## src/rtl/arbiter_pkg.sv

```systemverilog
// Shared types and helpers for the round-robin channel arbiter.
// Contents: arb_state_t FSM encoding, sel_width() index-width helper.
package arbiter_pkg;

   typedef enum logic {
      IDLE  = 1'b0,
      GRANT = 1'b1
   } arb_state_t;

   // Bits needed to hold values 0..m-1, never less than 1.
   function automatic int sel_width(input int m);
      int w;
      w = 1;
      for (int i = 1; i < 31; i++) begin
         if ((1 << w) < m) w++;
      end
      return w;
   endfunction

endpackage

```

## src/rtl/rr_priority_picker.sv

```systemverilog
// Combinational rotating-priority search over M request lines.
// Ports: req (M), ptr (start index) -> onehot (M), index (SEL_W), any.
module rr_priority_picker #(
   parameter int M     = 4,
   parameter int SEL_W = 2
) (
   input  logic [M-1:0]     req,
   input  logic [SEL_W-1:0] ptr,
   output logic [M-1:0]     onehot,
   output logic [SEL_W-1:0] index,
   output logic             any
);

   logic [2*M-1:0] dbl;
   logic [M-1:0]   rot;
   logic [M-1:0]   one;
   int             s;

   // Rotate so that bit 0 of rot is requester ptr, then take the
   // first set bit and map it back to an absolute index.
   always_comb begin
      dbl    = {req, req} >> ptr;
      rot    = dbl[M-1:0];
      one    = '0;
      one[0] = 1'b1;
      any    = 1'b0;
      index  = '0;
      s      = 0;
      for (int k = 0; k < M; k++) begin
         if (!any && rot[k]) begin
            any = 1'b1;
            s   = int'(ptr) + k;
            if (s >= M) s = s - M;
            index = SEL_W'(s);
         end
      end
      onehot = any ? (one << index) : '0;
   end

endmodule

```

## src/rtl/rr_channel_arbiter.sv

```systemverilog
// Round-robin owner of one shared N-bit channel among M requesters.
// Ports: clk, rst; req/req_data/req_last (per requester), out_ready in;
//        grant, select, out_valid, out_data, busy, timeout out.
module rr_channel_arbiter
   import arbiter_pkg::*;
#(
   parameter  int M       = 4,
   parameter  int N       = 32,
   parameter  int TIMEOUT = 16,
   localparam int SEL_W   = sel_width(M)
) (
   input  logic                clk,
   input  logic                rst,
   input  logic [M-1:0]        req,
   input  logic [M-1:0][N-1:0] req_data,
   input  logic [M-1:0]        req_last,
   input  logic                out_ready,
   output logic [M-1:0]        grant,
   output logic [SEL_W-1:0]    select,
   output logic                out_valid,
   output logic [N-1:0]        out_data,
   output logic                busy,
   output logic                timeout
);

   localparam int CNT_W = sel_width(TIMEOUT);
   localparam logic [CNT_W-1:0] CNT_MAX = '1;

   arb_state_t       state_q, state_d;
   logic [M-1:0]     grant_q, grant_d;
   logic [SEL_W-1:0] sel_q, sel_d;
   logic [SEL_W-1:0] ptr_q, ptr_d;
   logic [CNT_W-1:0] stall_q, stall_d;
   logic             tmo_q, tmo_d;

   logic [M-1:0]     pick_oh;
   logic [SEL_W-1:0] pick_idx;
   logic             pick_any;
   logic             owned;
   logic             xfer;
   logic             tmo_hit;
   logic [SEL_W-1:0] nxt_ptr;

   rr_priority_picker #(
      .M     (M),
      .SEL_W (SEL_W)
   ) u_pick (
      .req    (req),
      .ptr    (ptr_q),
      .onehot (pick_oh),
      .index  (pick_idx),
      .any    (pick_any)
   );

   assign owned     = (state_q == GRANT);
   assign out_valid = owned & req[sel_q];
   assign out_data  = owned ? req_data[sel_q] : '0;
   assign xfer      = out_valid & out_ready;
   assign tmo_hit   = (TIMEOUT > 0) && !out_valid &&
                      (stall_q == CNT_W'(TIMEOUT - 1));
   assign nxt_ptr   = (sel_q == SEL_W'(M - 1)) ? '0 :
                      sel_q + SEL_W'(1);

   assign grant   = grant_q;
   assign select  = sel_q;
   assign busy    = owned;
   assign timeout = tmo_q;

   always_comb begin
      state_d = state_q;
      grant_d = grant_q;
      sel_d   = sel_q;
      ptr_d   = ptr_q;
      stall_d = stall_q;
      tmo_d   = 1'b0;
      unique case (state_q)
         IDLE: begin
            if (pick_any) begin
               grant_d = pick_oh;
               sel_d   = pick_idx;
               stall_d = '0;
               state_d = GRANT;
            end
         end
         GRANT: begin
            if (xfer) begin
               stall_d = '0;
               if (req_last[sel_q]) begin
                  ptr_d   = nxt_ptr;
                  grant_d = '0;
                  state_d = IDLE;
               end
            end else if (!out_valid) begin
               // Owner paused; backpressure alone never lands here.
               if (tmo_hit) begin
                  ptr_d   = nxt_ptr;
                  grant_d = '0;
                  stall_d = '0;
                  tmo_d   = 1'b1;
                  state_d = IDLE;
               end else if (stall_q != CNT_MAX) begin
                  stall_d = stall_q + CNT_W'(1);
               end
            end
         end
         default: state_d = IDLE;
      endcase
   end

   always_ff @(posedge clk) begin
      if (rst) begin
         state_q <= IDLE;
         grant_q <= '0;
         sel_q   <= '0;
         ptr_q   <= '0;
         stall_q <= '0;
         tmo_q   <= 1'b0;
      end else begin
         state_q <= state_d;
         grant_q <= grant_d;
         sel_q   <= sel_d;
         ptr_q   <= ptr_d;
         stall_q <= stall_d;
         tmo_q   <= tmo_d;
      end
   end

endmodule

```

## config.mk

```make
export PLATFORM = sky130hd
export DESIGN_NAME = rr_channel_arbiter
export DESIGN_NICKNAME = d
export VERILOG_FILES = /design/src/rtl/arbiter_pkg.sv /design/src/rtl/rr_priority_picker.sv /design/src/rtl/rr_channel_arbiter.sv
export SDC_FILE = /design/constraint.sdc
export NUM_CORES = 1
export LEC_CHECK = 0
export CORE_MARGIN = 5
export CORE_UTILIZATION = 32
export DETAILED_ROUTE_END_ITERATION = 16
export PLACE_DENSITY = 0.87
export SYNTH_ARGS = -nofsm -noshare
export SYNTH_HDL_FRONTEND = slang
export SYNTH_SLANG_ARGS = --single-unit
```

## constraint.sdc

```tcl
create_clock -name clk -period 3.17 [get_ports clk]
set_input_delay 0.4755 -clock clk [delete_from_list [all_inputs] [get_ports clk]]
set_output_delay 0.4755 -clock clk [all_outputs]
set_load 0.02 [all_outputs]
```

### Word-level counts from Yosys, hierarchy flattened

Index checks and enable logic that the tools add are counted.

| storage, ports and cells | value |
|---|---|
| flip-flop bits (word level) | 14 |
| bits of input ports | 139 |
| output and inout bits | 41 |
| logic and storage cells | 92 |

| operators by class | value |
|---|---|
| $add $sub $neg | 9 |
| magnitude comparators | 5 |
| equal/unequal tests | 10 |
| shifts and indexed selects | 2 |
| mux-type cells | 43 |
| bitwise gates (word level) | 3 |
| reductions and logical operators | 14 |

Operator list:

| cell | number |
|---|---|
| binary-select mux 32 bit (select 2 bit) | 1 |
| 2-to-1 mux 32 bit | 2 |
| 2-to-1 mux 4 bit | 10 |
| 2-to-1 mux 2 bit | 13 |
| one-hot mux 4 bit (2 select lines) | 2 |
| 2-to-1 mux 1 bit | 12 |
| greater-or-equal comparator 3 bit, second input constant | 3 |
| AND reduction 4 bit | 2 |
| >> shifter 8 x 2 -> 4 bit | 1 |
| subtractor 2 x 1 -> 2 bit, second input constant | 4 |
| adder 2 x 2 -> 3 bit, second input constant | 2 |
| != test 3 x 2 -> 1 bit, second input constant | 2 |
| adder 4 x 1 -> 4 bit, second input constant | 1 |
| binary-select mux 1 bit (select 2 bit) | 2 |
| == test 4 bit, second input constant | 1 |
| logical AND 1 bit | 4 |
| logical NOT 1 bit | 4 |
| != test 2 x 1 -> 1 bit, second input constant | 2 |
| != test 4 x 1 -> 1 bit, second input constant | 1 |
| != test 4 bit, second input constant | 1 |
| OR reduction 4 bit | 1 |
| left shift 1 x 2 -> 4 bit, first input constant | 1 |
| adder 2 x 1 -> 3 bit, second input constant | 1 |
| greater-or-equal comparator 2 x 3 -> 1 bit, second input constant | 1 |
| 11 further kinds | 12 |

### Logic depth before layout (Yosys ltp)

Gate-level depths: netlist of run 1.

| depth | value |
|---|---|
| depth after elaboration | 14 |
| mapped depth | 6 |
| depth with buffers taken out | 6 |

### By module

From an unflattened synthesis of run 1, not the netlist that was laid out.

| unflattened totals | value |
|---|---|
| cells, all modules | 183 |
| area, all modules | 1,878.1 um2 |

Modules (own cells, without submodules):

| module | times used | cells each | area an instance (um2) | seq. area each (um2) |
|---|---|---|---|---|
| rr_channel_arbiter | 1 | 151 | 1,695.4 | 280.3 |
| rr_priority_picker | 1 | 32 | 182.7 | 0.0 |

### Least setup slack after synthesis of run 1

OpenSTA, ideal clock, no wires.

| timing | value |
|---|---|
| path type | reg-to-output |
| from | register sel_q[0], in the netlist select[0] |
| to | output port out_data[0] |
| data arrival time | 1,774 ps |
| data required time | 2,694 ps |
| slack | 920 ps |
| stages on the path, launching flop included | 5 |
| path buffers | 2 |
| cells stage by stage | dfxtp_1 -> buf_6 -> buf_2 -> mux4_2 -> and2_1 |

| between the ends | value |
|---|---|
| word-level cells in the longest chain between the ends | 3 |

RTL lines:

| item | RTL line | RTL |
|---|---|---|
| start, declared | rr_channel_arbiter.sv:31 | `logic [SEL_W-1:0] sel_q, sel_d;` |
| start signal, assigned | rr_channel_arbiter.sv:121 | `sel_q <= sel_d;` |
| binary-select mux 32 bit (select 2 bit) | rr_channel_arbiter.sv:57 | `assign out_data = owned ? req_data[sel_q] : '0;` |
| 2-to-1 mux 32 bit (implied by the code) | rr_channel_arbiter.sv:57 |  |
| 2-to-1 mux 32 bit | rr_channel_arbiter.sv:57 |  |
| end, declared | rr_channel_arbiter.sv:21 | `output logic [N-1:0] out_data,` |

No other way between the ends. The select of a mux whose other input is x is not followed.

### Worst setup path in the final report of run 1

| timing | value |
|---|---|
| from | input port req[0] |
| to | output port out_valid |

| between the ends | value |
|---|---|
| word-level cells in the longest chain between the ends | 3 |

RTL lines:

| item | RTL line | RTL |
|---|---|---|
| start, declared | rr_channel_arbiter.sv:14 | `input logic [M-1:0] req,` |
| binary-select mux 1 bit (select 2 bit) | rr_channel_arbiter.sv:56 | `assign out_valid = owned & req[sel_q];` |
| 2-to-1 mux 1 bit (implied by the code) | rr_channel_arbiter.sv:56 |  |
| AND 1 bit | rr_channel_arbiter.sv:56 |  |
| end, declared | rr_channel_arbiter.sv:20 | `output logic out_valid,` |

No other way between the ends. The select of a mux whose other input is x is not followed.

==> summary.txt, run 1 <==
Yosys
  • Sequential fraction of the synthesis area: 0.157
  • Synthesized area: 1790 um^2
  • #FFs+latches synth: 14
  • Syn Inst Count: 167
  • Post-synth top flop: dfxtp_1
  • Synth unique cells: 39
  • Yosys warning total: 0
  • Number of flops mapped to enable cells by yosys: 0
  • Post-synthesis area per instance: 10.7 um^2
  • Fraction of registers with async set/reset: 0
  • Mapped Nets: 308

Timing
  • FMAX: 360 MHz
  • Slew HR: 0.669
  • Setup TNS: 0 ps
  • RSZ-0062 raised after global routing: no
  • Setup slack after layout: 390 ps
  • Least-Margin Pin Slew: 492 ps
  • Final Hold Viols: 0
  • Min Clock Period, post-route: 2780 ps
  • Final Cycle Share: 0.877
  • Endpoints failing setup: 0
  • Clock skew: 2.13 ps
  • Slew Limit Fails: 0

Final layout
  • Area grow syn2layout: 106%
  • Ant diodes: 0
  • Design area: 3690 um^2
  • Layout cell share with drive strength beyond 1: 0.141
  • Final Core Density: 0.675
  • Layout Nets: 483

Clock network
  • Clk buf depth: 2
  • CTS buffer count: 3
  • Post-CTS setup buffers: 0
  • Clk_lat worst skew: 250 ps
  • H-tree depth: 1
  • CTS tree: done
  • CTS Root Cell: clkbuf_8
  • CTS clk-pin slew, worst paths: 60 ps
  • Hold Buf Count CTS: 0
  • Cts repair resizes: 0
  • Sink Count: 14

Placement
  • Placed Area: 3650 um^2
  • Dpl hpwl: 6.83 mm
  • IO buf count: 179
  • Dpl ws: 396 ps
  • Routability congestion estimate: 0.909

Route
  • Routed wire per std cell: 19.4 um
  • Antenna-violating nets left: 0
  • Post-DR vias/cell: 5.10
  • Initial DRT Pass Iterations: 4
  • DR iter-0 viols: 57
  • DR vias: 2101
  • Final WL: 7.99 mm
  • DR DRC count: 0

Setup path
  • Critical Path Start Type: input port
  • Critical Path RT: 2690 ps
  • Worst setup path class: input port to primary output
  • WP data arrival: 2300 ps
  • Critical path capture point type: primary output
  • Critical Path Fanout Max: 7

Global routing
  • GRT overflow: 0
  • Vias in the first global route: 2186
  • Busiest grt layer: met2
  • Grt met1 use: 0.244
  • Met2 global-route usage: 0.404
  • Largest net degree at the start of global routing: 33
  • Met3 usage: 0.0393
  • Initial antenna violation count: 0
  • GRT Overall Usage: 0.213
  • First-pass GRT wire length: 12.1 mm

Power
  • Static leakage: 0.00129 uW
  • Worst VDD drop: 0.000227 V
  • Pwr Density: 222 nW/um^2

Die
  • Core area: 5470 um^2
  • Die width: 84.8 um
  • Num ports: 180
  • Die Area: 7190 um^2
  • FP Rows: 27
  • Starting density of the core: 0.327
  • Die Y: 84.8 um

Run status
  • Outcome: complete, no violations

Min path
  • Worst hold path class: register to register

Job
  • Max_cap viols: 0
-- cell families after synthesis --
| group | Yosys count | synth area share |
|---|---|---|
| flops | 14 | 0.157 |
| buf+inv | 17 | 0.0517 |
| fa+ha+maj | 2 | 0.0140 |
| simple gates | 68 | 0.231 |
| compound gates | 25 | 0.0881 |
| mux | 39 | 0.449 |
| xor+xnor | 2 | 0.00979 |
-- worst paths after layout --
check / startpoint / to / slack, ps / depth (start not counted)
min reg2reg: grant[2]$_SDFFE_PP0P_ / grant[2]$_SDFFE_PP0P_ / 460 / 2
max reg2reg: select[0]$_SDFFE_PP0P_ / grant[3]$_SDFFE_PP0P_ / 1140 / 6
max: req[0] / out_valid / 390 / 5
min: grant[2]$_SDFFE_PP0P_ / grant[2]$_SDFFE_PP0P_ / 460 / 2
-- worst max-delay path, stage by stage --
cell	delay (ps)
clkdlybuf4s50_1	530
mux4_2	580
nand2_1	140
inv_1	50
clkdlybuf4s50_1	530
-- state kept, by name, indices dropped and copies added, names as in the netlist --
| register | cells |
|---|---|
| ptr_q | 2 |
| timeout | 1 |
| busy | 1 |
| grant | 4 |
| select | 2 |
| stall_q | 4 |
-- synthesized netlist by cell type, drive strengths merged, types with 3 or more instances --
cell type  number  area (um^2)
nand2b          3         18.8
nor2           10         40.0
and2           33          206
nand2           7         26.3
a21oi          11         55.1
dfxtp          14          280
clkbuf          8         40.0
inv             4         15.0
mux4           33          743
mux2i           6         60.1
buf             4         28.8
nand3b          3         22.5
o21ai           6         30.0
-- where the power goes --
group,switching (uW),internal [uW]
Sequential,9.76,183
Clock,63.4,84.2
Combinational,165,315
Total,238,583
-- area by class of cell --
type                       count  area [um^2]
inverter                       4         15.0
sequential                    14          283
clock buffer                   3         41.3
tap                           72         90.1
fill                         449         1780
timing repair buffer         183         1850
multi-input combinational    136         1420
-- metrics by stage --
step,std cells,hold slack [ps],total power [uW]
3_3_place_gp,409,442,670
3_5_place_dp,409,446,680
2_1_floorplan,167,445,403
5_1_grt,412,481,868
4_1_cts,412,460,830
6_report,412,458,821
-- layer usage --
metal,vias to the layer above,share of wire
met3,13,0.068
met4,0,0.023
met5,-,0
li1,993,-
met1,1001,0.38
met2,94,0.53
-- layout by cell type, fill, tap and decap left out, drive strengths merged, types with 3 or more instances in the layout --
cell type	instances
nand3b	3
and2	33
a21oi	11
dfxtp	14
nor2	10
o21ai	6
mux2i	6
clkdlybuf4s50	179
nand2b	3
mux4	33
nand2	7
inv	4
clkbuf	3
buf	4
Note: power is estimated with default switching activity, not from simulation.
==> inputs of run 2 (changes only) <==
--- a/config.mk
+++ b/config.mk
@@ -8,6 +8,7 @@
 export CORE_MARGIN = 5
 export CORE_UTILIZATION = 32
 export DETAILED_ROUTE_END_ITERATION = 16
+export HOLD_SLACK_MARGIN = 0.15
 export PLACE_DENSITY = 0.87
 export SYNTH_ARGS = -nofsm -noshare
 export SYNTH_HDL_FRONTEND = slang
==> results of run 2 <==
The final DEF is identical to that of run 1; final timing and power are the same.
